### src/rtl/serial_add_pkg.sv
// Shared state encoding for the bit-serial adder controller.
package serial_add_pkg;
  localparam int ST_W = 2;

  typedef enum logic [ST_W-1:0] {
    ST_IDLE = 2'd0,
    ST_RUN  = 2'd1,
    ST_DONE = 2'd2
  } state_e;
endpackage

### src/rtl/serial_add_ctrl_fa.sv
// 1-bit full-adder cell shared across all bit positions of the serial adder.
module fa (
  output logic s,
  output logic c_out,
  input  logic a,
  input  logic b,
  input  logic c_in
);
  assign s     = a ^ b ^ c_in;
  assign c_out = (a & b) | (c_in & (a ^ b));
endmodule

### src/rtl/serial_add_ctrl.sv
// Bit-serial adder controller: one fa cell, WIDTH cycles per add, LSB first.
// Optional SERIAL_ADD_SUB_EN adds a 'sub' port for two's-complement a-b.
module serial_add_ctrl
  import serial_add_pkg::*;
#(
  parameter  int WIDTH = 8,
  localparam int CNT_W = $clog2(WIDTH + 1)
) (
  input  logic             clk,
  input  logic             rst,
  input  logic             start,
  input  logic [WIDTH-1:0] a,
  input  logic [WIDTH-1:0] b,
  input  logic             c_in,
`ifdef SERIAL_ADD_SUB_EN
  input  logic             sub,
`endif
  output logic             busy,
  output logic             done,
  output logic [WIDTH-1:0] sum,
  output logic             c_out
);

  state_e           state_q, state_d;
  logic [WIDTH-1:0] sa_q, sb_q, sum_q;
  logic [CNT_W-1:0] cnt_q;
  logic             cy_q, cout_q, busy_q, done_q;
  logic             fa_s, fa_c;
  logic [WIDTH-1:0] ld_b;
  logic             ld_cy;
  logic             last_bit;

`ifdef SERIAL_ADD_SUB_EN
  // Subtract as a + ~b + 1; c_in is ignored when sub is set.
  assign ld_b  = sub ? ~b : b;
  assign ld_cy = sub ? 1'b1 : c_in;
`else
  assign ld_b  = b;
  assign ld_cy = c_in;
`endif

  assign last_bit = (cnt_q == CNT_W'(WIDTH - 1));

  fa u_fa (
    .s     (fa_s),
    .c_out (fa_c),
    .a     (sa_q[0]),
    .b     (sb_q[0]),
    .c_in  (cy_q)
  );

  always_comb begin
    state_d = state_q;
    case (state_q)
      ST_IDLE: if (start) state_d = ST_RUN;
      ST_RUN:  if (last_bit) state_d = ST_DONE;
      ST_DONE: state_d = ST_IDLE;
      default: state_d = ST_IDLE;
    endcase
  end

  always_ff @(posedge clk) begin
    if (rst) begin
      state_q <= ST_IDLE;
      busy_q  <= 1'b0;
      done_q  <= 1'b0;
      sa_q    <= '0;
      sb_q    <= '0;
      sum_q   <= '0;
      cy_q    <= 1'b0;
      cout_q  <= 1'b0;
      cnt_q   <= '0;
    end else begin
      state_q <= state_d;
      busy_q  <= (state_d == ST_RUN);
      done_q  <= (state_d == ST_DONE);
      if (state_q == ST_IDLE && start) begin
        sa_q  <= a;
        sb_q  <= ld_b;
        cy_q  <= ld_cy;
        cnt_q <= '0;
      end else if (state_q == ST_RUN) begin
        // Result fills from the MSB so after WIDTH shifts bit 0 is the LSB.
        sum_q <= {fa_s, sum_q[WIDTH-1:1]};
        sa_q  <= {1'b0, sa_q[WIDTH-1:1]};
        sb_q  <= {1'b0, sb_q[WIDTH-1:1]};
        cy_q  <= fa_c;
        cnt_q <= cnt_q + 1'b1;
        if (last_bit) cout_q <= fa_c;
      end
    end
  end

  assign busy  = busy_q;
  assign done  = done_q;
  assign sum   = sum_q;
  assign c_out = cout_q;

endmodule

### config.mk
export PLATFORM = sky130hd
export DESIGN_NAME = serial_add_ctrl
export DESIGN_NICKNAME = d
export VERILOG_FILES = /design/src/rtl/serial_add_pkg.sv /design/src/rtl/serial_add_ctrl_fa.sv /design/src/rtl/serial_add_ctrl.sv
export SDC_FILE = /design/constraint.sdc
export NUM_CORES = 1
export LEC_CHECK = 0
export CAP_MARGIN = 20
export CORE_MARGIN = 2
export CORE_UTILIZATION = 53
export DETAILED_ROUTE_END_ITERATION = 7
export GPL_ROUTABILITY_DRIVEN = 0
export PLACE_DENSITY = 0.93
export SLEW_MARGIN = 20
export SYNTH_ARGS = -nofsm -noshare
export SYNTH_HDL_FRONTEND = slang
export SYNTH_SLANG_ARGS = --single-unit
### constraint.sdc
create_clock -name clk -period 2.73 [get_ports clk]
set_clock_uncertainty 0.15 [all_clocks]
set_input_delay 0.546 -clock clk [delete_from_list [all_inputs] [get_ports clk]]
set_output_delay 0.546 -clock clk [all_outputs]
set_load 0.05 [all_outputs]
==> impl_metrics.yaml <==
status:
  status: "finished clean"
cts:
  cts_sinks: 34
  h-tree-depth: 2
  clock_latency_ns: 0.33
  cts_tree: "done"
  cts_resized: 0
  cts_setup_buffers: 0
  clockRootBuffer: "clkbuf_4"
  path_clk_slew_ns: 0.10
  postCtsHoldBufs: 0
  cts_buffer_depth: 2
  cts-buffers-inserted: 5
finish:
  areaGrowthSynthToFinish_pct: 24.1
  nets: 212
  n_fill_cell: 201
  fin_area_sq_um: 1750
  drive_above_1_share_pct: 8.38
  num_antenna_cells: 0
  instances_no_fill: 221
  utilization_pct: 70.0
floorplanning:
  die-area_sq_um: 3090
  core_sq_um: 2500
  initial_core_util_pct: 56.4
  num_io_pins: 31
  die_w_um: 55.6
  core.rowCount: 18
  die_y_um: 55.6
placement:
  place_hpwl_um: 2100
  port_buffers: 30
  dp_slack_ns: 0.479
  dp_cells: 213
  postPlaceCellArea_sq_um: 1690
route:
  drt-initial-drc-count: 24
  ant_nets: 0
  wl_um: 2950
  drtPass1Iterations: 4
  drc: 0
  wl_per_cell_um: 13.3
  num_vias: 1239
  avgViaCountPerCell: 5.61
hold_path:
  min_from: "sum[0]$_SDFFE_PP0P_"
  hold_path_class: "reg -> reg"
  hold_end: "sum[0]$_SDFFE_PP0P_"
  min_path_cells: 2
job:
  maxCapViolCount: 0
power:
  ir_drop_mv: 0.390
  leakagePower_nw: 0.627
  p_per_area_nw_per_um2: 557
  pwr-share-comb_pct: 14.9
  p_int_mw: 0.712
  p_total_mw: 0.975
  pwr-share-clk_pct: 29.4
  p_seq_share_pct: 55.7
  switching_share_pct: 26.9
  p_sw_mw: 0.263
worst_setup_path:
  cp_max_fo: 3
  path_buf_inv: 1
  crit_chain: "clkdlybuf4s50_1"
  regToRegEndpoint: "sb_q[6]$_SDFFE_PP0P_"
  r2r_slack_ns: 1.07
  r2r_start: "state_q[0]$_SDFF_PP0_"
  setup.worst_path.class: "reg -> out"
  worst_path_max_delay_cell: "clkdlybuf4s50_1"
  arrival_ns: 1.53
  critical_path.top_delay_family: "buffers and inverters"
  worst_path_largest_cell_delay_ns: 0.81
  reg2reg_depth: 3
  crit_required_ns: 2.03
  cp-end-kind: "output port"
  crit_path_start_kind: "flip-flop"
yosys:
  synth_most_common_cell: "nand2_1"
  ys_types: 29
  synth_top_area_cell: "dfxtp_1"
  synth_fp_nets: 186
  synth_area_sq_um: 1410
  synthTopCellsByCount: "nand2_1 (46), dfxtp_1 (34), nor2_1 (19), a311oi_1 (12), a21oi_1 (10)"
  synthTopCellsByArea: "dfxtp_1 (48%), nand2_1 (12%), a311oi_1 (7.5%)"
  seq_area_frac_synth_pct: 48.3
  ys.warnings.count: 0
  synthArstFlopShare_pct: 0
  ys_ff_latch: 34
  synth_edf_count: 0
  ys.flop_type: "dfxtp_1"
  syn_inst: 164
  synth_top_area_share_pct: 48.3
  syn_avg_cell_area_sq_um: 8.60
grt:
  grt_pass1_wl_um: 5000
  overflow: 0
  grt_use_total_pct: 20.8
  grt_max_degree: 35
  antenna_found_initial: 0
  grt_pass1_vias: 1204
timing:
  worst_hold_slack_ns: 0.320
  rsz0062_at_grt: "false"
  finalSetupTns_ns: 0
  post-route-period-util_pct: 81.4
  max_slew_margin_pct: 54.8
  finalSetupViolations: 0
  fin_ws_ns: 0.507
  drv_slew: 0
  report.final.hold_viol_count: 0
  period_needed_ns: 2.22
  fmaxAchievable_ghz: 0.450
  worst_pin_slew_ns: 0.676
-- flip-flops by register name (all words and copies together) (netlist names) --
| name | cells |
|---|---|
| c_out | 1 |
| cnt_q | 4 |
| sa_q | 8 |
| state_q | 2 |
| cy_q | 1 |
| busy | 1 |
| done | 1 |
| sb_q | 8 |
| sum | 8 |
-- logic make-up (layout without fill, tap and decap cells) --
kind of cell / Yosys count / in the layout / share of synthesized area (%)
AOI/OAI and AO/OA: 32 / 32 / 18.1
xor gates and xnor gates: 2 / 2 / 1.24
adders and majority gates: 2 / 2 / 2.31
buffers and inverters: 14 / 41 / 5.41
DFF: 34 / 34 / 48.3
muxes: 1 / 1 / 0.710
and+or+nand+nor: 79 / 79 / 24.0
-- how the worst max path moves through the flow --
stage	from	end	slack, ns	depth (start not counted)
6_report	sum[3]$_SDFFE_PP0P_	sum[3]	0.51	1
3_3_place_gp	start	sa_q[1]$_SDFFE_PP0P_	0.57	4
3_5_place_dp	start	sb_q[1]$_SDFFE_PP0P_	0.48	5
2_1_floorplan	start	sa_q[0]$_SDFFE_PP0P_	1.14	5
5_1_grt	sum[3]$_SDFFE_PP0P_	sum[3]	0.45	1
4_1_cts	sum[3]$_SDFFE_PP0P_	sum[3]	0.49	1
-- routing by layer --
layer,GRT usage (%),vias up,share of wire (%)
met1,22.8,582,39
met4,13.2,0,3.2
li1,-,612,-
met2,34.5,35,52
met5,0,-,0
met3,6.74,10,5.3
-- layout make-up --
class                           count  area (sq um)  share of cell area, %
Sequential cell                    34           681                   38.9
Multi-Input combinational cell    116           653                   37.3
Timing Repair Buffer               32           315                   18.0
Clock buffer                        7          55.1                   3.15
Tap cell                           30          37.5                   2.14
Clock inverter                      1          5.00                  0.286
Inverter                            1          3.75                  0.214
-- power by group through the flow --
| stage | clock [mW] | sequential [mW] | combinational [mW] |
|---|---|---|---|
| 4_1_cts | 0.293 | 0.542 | 0.146 |
| 2_1_floorplan | 0 | 0.559 | 0.0919 |
| 3_3_place_gp | 0 | 0.551 | 0.137 |
| 6_report | 0.287 | 0.543 | 0.145 |
| 3_5_place_dp | 0 | 0.553 | 0.145 |
| 5_1_grt | 0.319 | 0.546 | 0.160 |
-- placed cells by master, fill, tap and decap left out, drive strengths merged, types with 2 or more instances in the layout --
cell,n
dfxtp,34
buf,2
clkdlybuf4s50,30
or3,2
o21ai,2
nor2,19
clkbuf,7
nor3,5
a22oi,2
nand2,46
a21oi,10
a311oi,15
nand3b,2
(Power assumes the default switching activity.)
